## src/rtl/memory_write_scheduler_if.sv

```systemverilog
// Request bundle between the write requesters and memory_write_scheduler.
// Each requester owns one bit of valid/ready and one packed slice of addr/data.
interface memory_write_scheduler_if #(
   parameter int NUM_WRITERS = 2,
   parameter int ADDR_WIDTH  = 9,
   parameter int DATA_WIDTH  = 32
);
   logic [NUM_WRITERS-1:0]            req_valid;
   logic [NUM_WRITERS*ADDR_WIDTH-1:0] req_addr;
   logic [NUM_WRITERS*DATA_WIDTH-1:0] req_data;
   logic [NUM_WRITERS-1:0]            req_ready;

   modport master (output req_valid, req_addr, req_data, input req_ready);
   modport slave  (input req_valid, req_addr, req_data, output req_ready);
endinterface

```

## src/rtl/memory_write_scheduler.sv

```systemverilog
// Flushes the RAM bypass after reset, sweeps every address with INIT_VALUE, then
// round-robin arbitrates the requesters onto the single registered write port.
module memory_write_scheduler #(
   parameter int                    DATA_WIDTH       = 32,
   parameter int                    ADDR_WIDTH       = 9,
   parameter int                    DEPTH            = 2**ADDR_WIDTH,
   parameter int                    NUM_WRITERS      = 2,
   parameter int                    NUM_BYPASS_SLOTS = 1,
   parameter logic [DATA_WIDTH-1:0] INIT_VALUE       = '0
) (
   input  logic                     clk,
   input  logic                     rst_n,
   memory_write_scheduler_if.slave  req,
   output logic                     wren_out,
   output logic [ADDR_WIDTH-1:0]    write_addr_out,
   output logic [DATA_WIDTH-1:0]    write_data_out,
   output logic                     init_done,
   output logic                     addr_error
);

   localparam int FW = (NUM_BYPASS_SLOTS > 0) ? $clog2(NUM_BYPASS_SLOTS + 1) : 1;
   localparam int PW = (NUM_WRITERS > 1) ? $clog2(NUM_WRITERS) : 1;
   localparam logic [FW-1:0]         FLUSH_LAST = FW'((NUM_BYPASS_SLOTS > 0) ? NUM_BYPASS_SLOTS - 1 : 0);
   localparam logic [ADDR_WIDTH-1:0] LAST_ADDR  = ADDR_WIDTH'(DEPTH - 1);
   localparam logic [ADDR_WIDTH:0]   DEPTH_W    = (ADDR_WIDTH + 1)'(DEPTH);
   localparam logic [PW-1:0]         LAST_PTR   = PW'(NUM_WRITERS - 1);

   typedef enum logic [1:0] {FLUSH, INIT, RUN} state_t;

   // With no bypass slots there is nothing to flush, so reset lands straight in INIT.
   localparam state_t RESET_STATE = (NUM_BYPASS_SLOTS == 0) ? INIT : FLUSH;

   state_t                  state, state_next;
   logic [FW-1:0]           flush_cnt;
   logic [ADDR_WIDTH-1:0]   init_addr;
   logic [PW-1:0]           ptr;

   logic [NUM_WRITERS-1:0]  grant;
   logic [PW-1:0]           gidx;
   logic                    found;
   logic [ADDR_WIDTH-1:0]   sel_addr;
   logic [DATA_WIDTH-1:0]   sel_data;

   logic                    wr_en;
   logic [ADDR_WIDTH-1:0]   wr_addr;
   logic [DATA_WIDTH-1:0]   wr_data;
   logic                    xfer;
   logic                    bad_addr;

   // Round-robin pick: first scan from the pointer upward, then wrap below it.
   always_comb begin
      // NOTE: every variable gets a default before any branch so no latch is inferred.
      grant    = '0;
      gidx     = '0;
      found    = 1'b0;
      sel_addr = '0;
      sel_data = '0;
      for (int i = 0; i < NUM_WRITERS; i++) begin
         if (!found && i >= int'(ptr) && req.req_valid[i]) begin
            grant[i] = 1'b1;
            gidx     = PW'(i);
            found    = 1'b1;
            sel_addr = req.req_addr[i*ADDR_WIDTH +: ADDR_WIDTH];
            sel_data = req.req_data[i*DATA_WIDTH +: DATA_WIDTH];
         end
      end
      for (int i = 0; i < NUM_WRITERS; i++) begin
         if (!found && i < int'(ptr) && req.req_valid[i]) begin
            grant[i] = 1'b1;
            gidx     = PW'(i);
            found    = 1'b1;
            sel_addr = req.req_addr[i*ADDR_WIDTH +: ADDR_WIDTH];
            sel_data = req.req_data[i*DATA_WIDTH +: DATA_WIDTH];
         end
      end
   end

   always_comb begin
      state_next    = state;
      req.req_ready = '0;
      wr_en         = 1'b0;
      wr_addr       = write_addr_out;
      wr_data       = write_data_out;
      xfer          = 1'b0;
      bad_addr      = 1'b0;
      case (state)
         FLUSH: begin
            if (flush_cnt == FLUSH_LAST) state_next = INIT;
         end
         INIT: begin
            wr_en   = 1'b1;
            wr_addr = init_addr;
            wr_data = INIT_VALUE;
            if (init_addr == LAST_ADDR) state_next = RUN;
         end
         RUN: begin
            req.req_ready = grant;
            xfer          = found;
            if (found) begin
               // Out-of-range requests are still consumed; only the RAM write is dropped.
               if ({1'b0, sel_addr} < DEPTH_W) begin
                  wr_en   = 1'b1;
                  wr_addr = sel_addr;
                  wr_data = sel_data;
               end else begin
                  bad_addr = 1'b1;
               end
            end
         end
         default: state_next = RESET_STATE;
      endcase
   end

   always_ff @(posedge clk or negedge rst_n) begin
      if (!rst_n) state <= RESET_STATE;
      else        state <= state_next;
   end

   always_ff @(posedge clk or negedge rst_n) begin
      if (!rst_n) begin
         flush_cnt      <= '0;
         init_addr      <= '0;
         ptr            <= '0;
         wren_out       <= 1'b0;
         write_addr_out <= '0;
         write_data_out <= '0;
         init_done      <= 1'b0;
         addr_error     <= 1'b0;
      end else begin
         // NOTE: registers update with <= so every read in this block sees pre-edge values.
         if (state == FLUSH) flush_cnt <= flush_cnt + 1'b1;
         if (state == INIT && init_addr != LAST_ADDR) init_addr <= init_addr + 1'b1;
         if (xfer) ptr <= (gidx == LAST_PTR) ? '0 : gidx + 1'b1;
         wren_out <= wr_en;
         if (wr_en) begin
            write_addr_out <= wr_addr;
            write_data_out <= wr_data;
         end
         init_done  <= (state == RUN);
         addr_error <= addr_error | bad_addr;
      end
   end

endmodule

```

## src/flat_wrapper.sv

```systemverilog
// flat-port wrapper written by rule: the top's interface ports become plain ports
module memory_write_scheduler_flat 
#(
   parameter int                    DATA_WIDTH       = 32,
   parameter int                    ADDR_WIDTH       = 9,
   parameter int                    DEPTH            = 2**ADDR_WIDTH,
   parameter int                    NUM_WRITERS      = 2,
   parameter int                    NUM_BYPASS_SLOTS = 1,
   parameter logic [DATA_WIDTH-1:0] INIT_VALUE       = '0
)
  (clk, rst_n, wren_out, write_addr_out, write_data_out, init_done, addr_error, req_req_valid, req_req_addr, req_req_data, req_req_ready);
  memory_write_scheduler_if #(.NUM_WRITERS(NUM_WRITERS), .ADDR_WIDTH(ADDR_WIDTH), .DATA_WIDTH(DATA_WIDTH)) req_i ();
  input  logic clk;
  input  logic rst_n;
  output logic wren_out;
  output logic [ADDR_WIDTH-1:0] write_addr_out;
  output logic [DATA_WIDTH-1:0] write_data_out;
  output logic init_done;
  output logic addr_error;
  input wire logic [$bits(req_i.req_valid)-1:0] req_req_valid;
  input wire logic [$bits(req_i.req_addr)-1:0] req_req_addr;
  input wire logic [$bits(req_i.req_data)-1:0] req_req_data;
  output wire logic [$bits(req_i.req_ready)-1:0] req_req_ready;
  assign req_i.req_valid = req_req_valid;
  assign req_i.req_addr = req_req_addr;
  assign req_i.req_data = req_req_data;
  assign req_req_ready = req_i.req_ready;
  memory_write_scheduler #(.DATA_WIDTH(DATA_WIDTH), .ADDR_WIDTH(ADDR_WIDTH), .DEPTH(DEPTH), .NUM_WRITERS(NUM_WRITERS), .NUM_BYPASS_SLOTS(NUM_BYPASS_SLOTS), .INIT_VALUE(INIT_VALUE)) u_core (.clk(clk), .rst_n(rst_n), .req(req_i), .wren_out(wren_out), .write_addr_out(write_addr_out), .write_data_out(write_data_out), .init_done(init_done), .addr_error(addr_error));
endmodule
```

## config.mk

```make
export PLATFORM = sky130hd
export DESIGN_NAME = memory_write_scheduler_flat
export DESIGN_NICKNAME = d
export VERILOG_FILES = /design/src/rtl/memory_write_scheduler_if.sv /design/src/rtl/memory_write_scheduler.sv /design/src/flat_wrapper.sv
export SDC_FILE = /design/constraint.sdc
export NUM_CORES = 1
export LEC_CHECK = 0
export ABC_AREA = 1
export ABC_CLOCK_PERIOD_IN_PS = 2900
export BUFFER_PORTS_ARGS = -buffer_cell sky130_fd_sc_hd__clkbuf_2
export CORE_UTILIZATION = 49
export CTS_CLUSTER_DIAMETER = 120
export DETAILED_ROUTE_END_ITERATION = 7
export PLACE_DENSITY = 0.82
export SLEW_MARGIN = 20
export SYNTH_ARGS = -nofsm -noshare
export SYNTH_HDL_FRONTEND = slang
export SYNTH_SLANG_ARGS = --single-unit
export TNS_END_PERCENT = 30
```

## constraint.sdc

```tcl
create_clock -name clk -period 2.9 [get_ports clk]
set_clock_uncertainty 0.05 [all_clocks]
set_input_delay 0.58 -clock clk [delete_from_list [all_inputs] [get_ports clk]]
set_output_delay 0.58 -clock clk [all_outputs]
set_load 0.02 [all_outputs]
```

Word-level counts from Yosys, hierarchy flattened
Cells that the tools add are included.
{"block": "op_classes", "n_addsub": 3, "mul": 0, "order_cmp": 2, "muxes": 24, "n_bitwise": 1, "shifts": 0, "div_mod_pow": 0, "eq_ne": 7, "reduce_logical": 11}
{"operator": "two-way mux 32 bit", "n": 4}
{"operator": "case mux 32 bit (2 select lines)", "n": 1}
{"operator": "two-way mux 9 bit", "n": 4}
{"operator": "case mux 9 bit (2 select lines)", "n": 1}
{"operator": "adder 9 x 1 -> 9 bit (second input constant)", "n": 1}
{"operator": "equality test 9 bit (second input constant)", "n": 1}
{"operator": "two-way mux 1 bit", "n": 9}
{"operator": "!= test 9 bit (second input constant)", "n": 1}
{"operator": "two-way mux 2 bit", "n": 3}
{"operator": "case mux 2 bit (3 select lines)", "n": 1}
{"operator": "AND reduction 3 bit", "n": 2}
{"operator": "logical AND 1 bit", "n": 5}
{"operator": "!= test 2 x 1 -> 1 bit (second input constant)", "n": 2}
{"operator": "adder 1 bit (second input constant)", "n": 2}
{"operator": "equality test 2 x 1 -> 1 bit (second input constant)", "n": 1}
{"operator": "equality test 2 bit (second input constant)", "n": 1}
{"operator": "logical NOT 1 bit", "n": 2}
{"operator": "logical NOT 2 bit", "n": 1}
{"operator": "!= test 2 bit (second input constant)", "n": 1}
{"operator": "case mux 1 bit (2 select lines)", "n": 1}
{"operator": "nonzero test 2 bit", "n": 1}
{"operator": ">= comparator 1 bit (first input constant)", "n": 1}
{"operator": "less-than comparator 1 bit (first input constant)", "n": 1}
{"operator": "NOT 1 bit", "n": 1}
{"block": "word_totals", "n_memories": 0, "wordCells": 56, "romBits": 0, "inputBits": 86, "regBits": 56, "output_inout_bits": 46, "mem_bits_rw": 0, "latchBits": 0}

Logic depth before layout (Yosys ltp)
Gate-level depths: netlist of the first run.
{"block": "depth", "ltp_word": 13, "depth_mapped": 12, "mapped_depth_nobuf": 12}

Least setup slack after synthesis of the first run
OpenSTA, ideal clock, no wires.
{"block": "synth_path", "kind": "register to output", "startpoint": "register u_core.state[0]", "endpoint": "output port req_req_ready[1]", "slack_ps": 1025, "t_arrival_ps": 1245, "required_time_ps": 2270, "stages_incl_launch_ff": 6, "n_path_buf": 1, "cell_sequence": "dfrtp_1 -> inv_1 -> ha_1 -> nand2_1 -> a21oi_2 -> buf_2"}
{"block": "synth_via", "elab_chain_len": 2}
{"item": "from (decl)", "line_no": "memory_write_scheduler.sv:33", "rtl": "state_t state, state_next;"}
{"item": "from (signal assigned)", "line_no": "memory_write_scheduler.sv:116", "rtl": "else state <= state_next;"}
{"item": "equality test 2 bit", "line_no": "memory_write_scheduler.sv:86", "rtl": "case (state)"}
{"item": "two-way mux 2 bit", "line_no": "memory_write_scheduler.sv:86"}
{"item": "to (decl)", "line_no": "flat_wrapper.sv:23", "rtl": "output wire logic [$bits(req_i.req_ready)-1:0] req_req_ready;"}
Every way passes these cells.

Worst setup path after layout of the first run
{"block": "layout_path", "startpoint": "register u_core.state[0]", "endpoint": "output port req_req_ready[0]"}
The elaborated chain is that of the path after synthesis.

==> flow_metrics.py, run 1 <==
metrics = {
    "global_routing": {
        "grt_pass1_vias": 2604,
        "grt_start_max_net_pins": 34,
        "grt_pass1_wl_um": 11650,
        "grt_overflow_total": 0,
        "grtUsageTotal_pct": 25.13,
        "antenna_found_initial": 0,
    },
    "synthesis": {
        "ys.warnings.count": 0,
        "seq_area_frac_synth_pct": 52.12,
        "ys_types": 20,
        "synthTopCellsByArea": "dfrtp_1 (52%), nand2_1 (23%), nand3_1 (12%)",
        "synth_top_area_share_pct": 52.12,
        "synth_nets": 430,
        "synth_top_area_cell": "dfrtp_1",
        "syn_area_per_cell_um2": 7.955,
        "synth-seq-cells": 56,
        "syn_area_um2": 2689,
        "synth_cells": 338,
    },
    "setup_path": {
        "crit_type": "reg -> out",
        "cp-start-kind": "flip-flop",
        "r2r_slack_ps": 900,
        "worstPathArrival_ps": 1680,
        "ff2ff_path_depth": 8,
        "r2r_end": "u_core.write_data_out[29]",
        "rr_startpoint": "u_core.state[0]",
        "endpoint_kind": "output pin",
        "cp_max_fo": 10,
        "critical_path_required_ps": 2270,
    },
    "timing": {
        "worstMarginPinSlew_ps": 761.4,
        "setup_tns_ps": 0,
        "post-route-period-util_pct": 79.62,
        "slew_headroom_pct": 49.24,
        "final-hold-violation-count": 0,
        "fmax_ghz": 0.4331,
        "slew_violations": 0,
        "min_period_ps": 2309,
        "setup_viol": 0,
        "rsz0062_at_grt": "false",
    },
    "run": {
        "maxCapViolCount": 0,
    },
    "clocking": {
        "clkSlewWorstSetupHoldPaths_ps": 100,
        "clock_latency_ps": 310,
        "cts_buffers": 5,
        "clk_path_buf_depth": 2,
        "cts_hold_buf": 0,
        "cts_sinks": 56,
        "cts_setup_buffers": 0,
        "cts-resized-gates": 0,
        "cts_tree": "built",
        "cts-htree-levels": 2,
        "root_buffer": "clkbuf_8",
    },
    "floorplan": {
        "io-pin-count": 132,
        "die_w_um": 76.08,
        "coreArea_um2": 5205,
        "die_h_um": 76.08,
        "fp-row-count": 26,
        "initial_core_util_pct": 51.66,
        "dieArea_um2": 5787,
    },
    "layout": {
        "layout_commonest_cell": "nand2_1",
        "drive_gt1_share_pct": 31.98,
        "nNetsFinal": 560,
        "diodes": 0,
        "stdcell_area_um2": 3488,
        "layoutNonFillerInstCount": 539,
        "layout_common_cells": "nand2_1 (162), clkbuf_2 (130), nand3_1 (63)",
        "area_delta_synth_final_pct": 29.73,
    },
    "power": {
        "powerDensity_nw_per_um2": 372.0,
        "vdd_drop_max_v": 0.0002263,
        "total_power_mw": 1.298,
        "power_leakage_nw": 1.988,
    },
    "outcome": {
        "outcome": "complete, no violations",
    },
    "placement": {
        "dpl-instance-area_um2": 3395,
        "numPortBuffers": 130,
        "gp_congestion": 0.9896,
        "dp_cells": 531,
        "hpwlAfterDp_um": 5338,
    },
    "drt": {
        "drc": 0,
        "drtIter0Drc": 155,
        "ant_nets": 0,
        "viasPerCell": 4.963,
        "routed_wl_um": 7000,
        "routed-via-count": 2675,
        "firstDrtPassIters": 4,
        "drt-wirelength-per-cell_um": 12.99,
    },
    "min_path": {
        "hold_path.class": "in -> async",
    },
}
-- synthesized netlist by cell type (all sizes together) --
library cell,instances
nand2,162
nand3,63
dfrtp,56
inv,16
buf,11
nor2,7
ha,6
xor2,5
a21oi,4
o21ai,3
clkinv,2
conb,1
nor3,1
xnor2,1
-- area by class of cell --
class	instances	area (µm²)
Tap cell	70	87.58
Fill cell	448	1717
Timing Repair Buffer	134	693.2
Inverter	18	68.82
Multi-Input combinational cell	253	1144
Clock inverter	1	7.507
Sequential cell	56	1401
Clock buffer	7	86.33
-- where the power goes --
group | total (mW) | leakage, nW | internal (mW) | switching, mW
logic | 0.0798 | 1.22 | 0.0428 | 0.0370
clock network | 0.438 | 0.0445 | 0.195 | 0.243
registers | 0.780 | 0.729 | 0.780 | 0
-- metal layers --
| metal | track usage, % | wire length, µm | vias up | share of wire (%) |
|---|---|---|---|---|
| li1 | - | - | 1329 | - |
| met1 | 31.00 | 2897 | 1224 | 41 |
| met2 | 42.73 | 3498 | 103 | 50 |
| met3 | 5.269 | 397 | 19 | 5.7 |
| met4 | 10.96 | 207 | 0 | 3.0 |
| met5 | 0 | 0 | - | 0 |
-- worst max path at each step --
stage	startpoint	to	cells after the start
global route	u_core.state[0]	req_req_ready[0]	7
CTS	u_core.state[0]	req_req_ready[0]	7
global placement	u_core.state[0]	req_req_ready[0]	7
finish	u_core.state[0]	req_req_ready[0]	7
floorplan	u_core.state[0]	req_req_ready[1]	5
detailed placement	u_core.state[0]	u_core.write_data_out[29]	8
-- sequential cells by signal, summed over array words and instances (netlist names) --
register	flops
u_core.flush_cnt	1
u_core.init_done	1
u_core.ptr	1
u_core.write_data_out	32
u_core.wren_out	1
u_core.init_addr	9
u_core.write_addr_out	9
u_core.state	2
-- worst max-delay path, cell delays in order, from the launching register on --
cell and delay, ps:
dfrtp_1 400, inv_1 120, ha_1 280, nand2_1 120
clkinv_2 120, nand2_1 90, inv_2 70, clkbuf_2 170
-- through the flow --
stage          setup slack (ps)  hold slack, ps  util [%]
2_1_floorplan              1025           234.4         -
4_1_cts                   587.1           291.1     67.02
3_5_place_dp              948.9           414.7     65.22
5_1_grt                   452.5           318.5     67.02
3_3_place_gp               1020           410.4     65.22
6_report                  591.0           271.0     67.02
-- cells by family after synthesis --
| family | Yosys count | share of synthesized area [%] |
|---|---|---|
| xor+xnor | 6 | 1.954 |
| other cells | 1 | 0.1395 |
| buf+inv | 29 | 5.351 |
| fa+ha+maj | 6 | 2.792 |
| flops | 56 | 52.12 |
| compound gates | 7 | 1.861 |
| simple gates | 233 | 35.78 |
Power figures use the tool's default switching activity.
==> inputs of run 2 (changes only) <==
Settings changed: ABC_CLOCK_PERIOD_IN_PS 2900 to 2020, CORE_UTILIZATION 49 to 41, PLACE_DENSITY 0.82 to 0.72.
Clock period 2.9 ns to 2.02 ns, I/O delays scaled along.
==> run 2 against run 1 <==
Net effect: clock power increased by 49%; sequential power is 44% higher; first-iteration DRC count shrank 1.3%; combinational power grew 43%; non-clock buffer count increased by 4; utilization down 11 points; cell count grew 2.0%; cell area increased by 1.9%; clock-buffer cell count shrank 1; worst setup slack worse by 530 ps; power up 46%; via count decreased by 0.71%; critical path type unchanged; largest power group unchanged; highest routed layer unchanged.
==> flow_metrics.py, run 2 (synthesis results as in run 1) <==
metrics = {
    "outcome": {
        "outcome": "complete, no violations",
    },
    "setup_path": {
        "endpoint_kind": "output pin",
        "worstPathArrival_ps": 1500,
        "ff2ff_path_depth": 8,
        "rr_startpoint": "u_core.init_addr[0]",
        "r2r_slack_ps": 250,
        "critical_path.endpoint": "req_req_ready[0]",
        "crit_type": "reg -> out",
        "cp-start-kind": "flip-flop",
        "timing.critical_path.from": "u_core.state[0]",
        "cp_max_fo": 5,
        "r2r_end": "u_core.init_addr[4]",
        "critical_path_required_ps": 1570,
    },
    "run": {
        "maxCapViolCount": 0,
    },
    "clocking": {
        "cts_tree": "built",
        "clock_latency_ps": 310,
        "cts_buffers": 5,
        "clk_path_buf_depth": 2,
        "cts_hold_buf": 0,
        "clkSlewWorstSetupHoldPaths_ps": 100,
        "cts_sinks": 56,
        "cts-htree-levels": 2,
        "root_buffer": "clkbuf_8",
    },
    "floorplan": {
        "coreArea_um2": 6350,
        "die_h_um": 82.98,
        "initial_core_util_pct": 42.34,
        "die_w_um": 82.98,
        "io-pin-count": 132,
        "dieArea_um2": 6886,
        "fp-row-count": 29,
    },
    "drt": {
        "drc": 0,
        "viasPerCell": 4.829,
        "routed-via-count": 2656,
        "drtIter0Drc": 153,
        "ant_nets": 0,
        "routed_wl_um": 6985,
        "drt-wirelength-per-cell_um": 12.70,
        "firstDrtPassIters": 4,
    },
    "placement": {
        "hpwlAfterDp_um": 5219,
        "gp_congestion": 0.8409,
        "dpl-instance-area_um2": 3416,
        "dp_cells": 538,
        "numPortBuffers": 130,
    },
    "power": {
        "vdd_drop_max_v": 0.0003422,
        "power_frac_comb_pct": 6.1,
        "power_frac_clock_pct": 34.6,
        "p_sw_uw": 425.4,
        "powerDensity_nw_per_um2": 531.2,
        "pwr-share-seq_pct": 59.3,
        "p_int_mw": 1.463,
        "power_leakage_nw": 2.015,
        "switching_share_pct": 22.52,
    },
    "layout": {
        "nFillCells": 608,
        "diodes": 0,
        "reg_top3": "u_core.write_data_out (32), u_core.init_addr (9), u_core.write_addr_out (9)",
        "top_register": "u_core.write_data_out",
        "layout_commonest_cell": "nand2_1",
        "nNetsFinal": 564,
        "drive_gt1_share_pct": 33.19,
        "layoutNonFillerInstCount": 550,
        "area_delta_synth_final_pct": 32.25,
        "layout_common_cells": "nand2_1 (162), clkbuf_2 (130), nand3_1 (63)",
        "stdcell_area_um2": 3556,
        "largest_reg_flops": 32,
    },
    "timing": {
        "final-hold-violation-count": 0,
        "setup_viol": 0,
        "post-route-period-util_pct": 96.85,
        "slew_violations": 0,
        "min_period_ps": 1956,
        "fmax_ghz": 0.5111,
    },
    "global_routing": {
        "antenna_found_initial": 0,
        "grt_start_max_net_pins": 57,
        "grtUsageTotal_pct": 20.98,
        "grt_pass1_vias": 2588,
        "grt_pass1_wl_um": 11670,
        "grt_overflow_total": 0,
    },
    "min_path": {
        "hold_path.class": "in -> async",
    },
}
run 2: cell types whose count changed in the layout (fill, tap and decap cells not counted), sizes merged:
cell,change
clkinvlp,-1
clkbuf,-1
buf,+4
inv,+2
run 2: power by group through the flow:
stage,clock [mW],sequential (mW),combinational (mW)
4_1_cts,0.677,1.12,0.117
3_5_place_dp,0,1.14,0.116
3_3_place_gp,0,1.14,0.116
6_report,0.654,1.12,0.114
2_1_floorplan,0,1.14,0.00539
5_1_grt,0.720,1.12,0.128
run 2: repair_timing:
action	4_1_cts	5_1_grt
cloned	0	0
buffers inserted	0	4
setup endpoints to repair	2	1
resized for setup	3	1
run 2: metrics by stage:
stage                     util [%]  setup WS, ps  total power, mW  hold WS, ps  setup TNS [ps]
after CTS                    55.51         20.18            1.914        38.20               0
final                        56.00         63.59            1.889        17.88               0
after global placement       53.79         258.0            1.258        379.1               0
after detailed placement     53.79         184.7            1.258        381.9               0
after floorplan                  -         321.1            1.148        58.41               0
after global routing         56.00        -22.71            1.968        37.26          -22.71
run 2: cell type report:
class / count / area, µm² / share of cell area (%)
clock buffers: 6 / 82.58 / 2.322
clock inverters: 2 / 13.76 / 0.3871
inverters: 18 / 70.07 / 1.970
multi-input cells: 253 / 1156 / 32.51
flip-flops and latches: 56 / 1401 / 39.41
well taps: 77 / 96.34 / 2.709
repair buffers: 138 / 735.7 / 20.69
run 2: worst min path at each step:
stage          start                   to  slack [ps]
3_5_place_dp   rst_n  u_core.init_addr[3]         380
5_1_grt        rst_n  u_core.init_addr[5]          40
6_report       rst_n  u_core.init_addr[3]          20
3_3_place_gp   rst_n  u_core.init_addr[3]         380
2_1_floorplan  rst_n     u_core.flush_cnt          60
4_1_cts        rst_n  u_core.init_addr[3]          40
run 2: metal layers:
metal | vias up | share of wire (%) | track usage (%)
met5 | - | 0 | 0
met4 | 0 | 2.8 | 7.680
met3 | 19 | 3.8 | 3.678
met2 | 93 | 49 | 36.36
met1 | 1209 | 45 | 26.21
li1 | 1335 | - | -
run 2: worst max-delay path, stage by stage (launching register included):
cell and delay, ps:
dfrtp_1 410, inv_2 110, ha_4 170, nand2_1 110, inv_4 80, nand2_1 80
inv_2 80, clkbuf_2 160
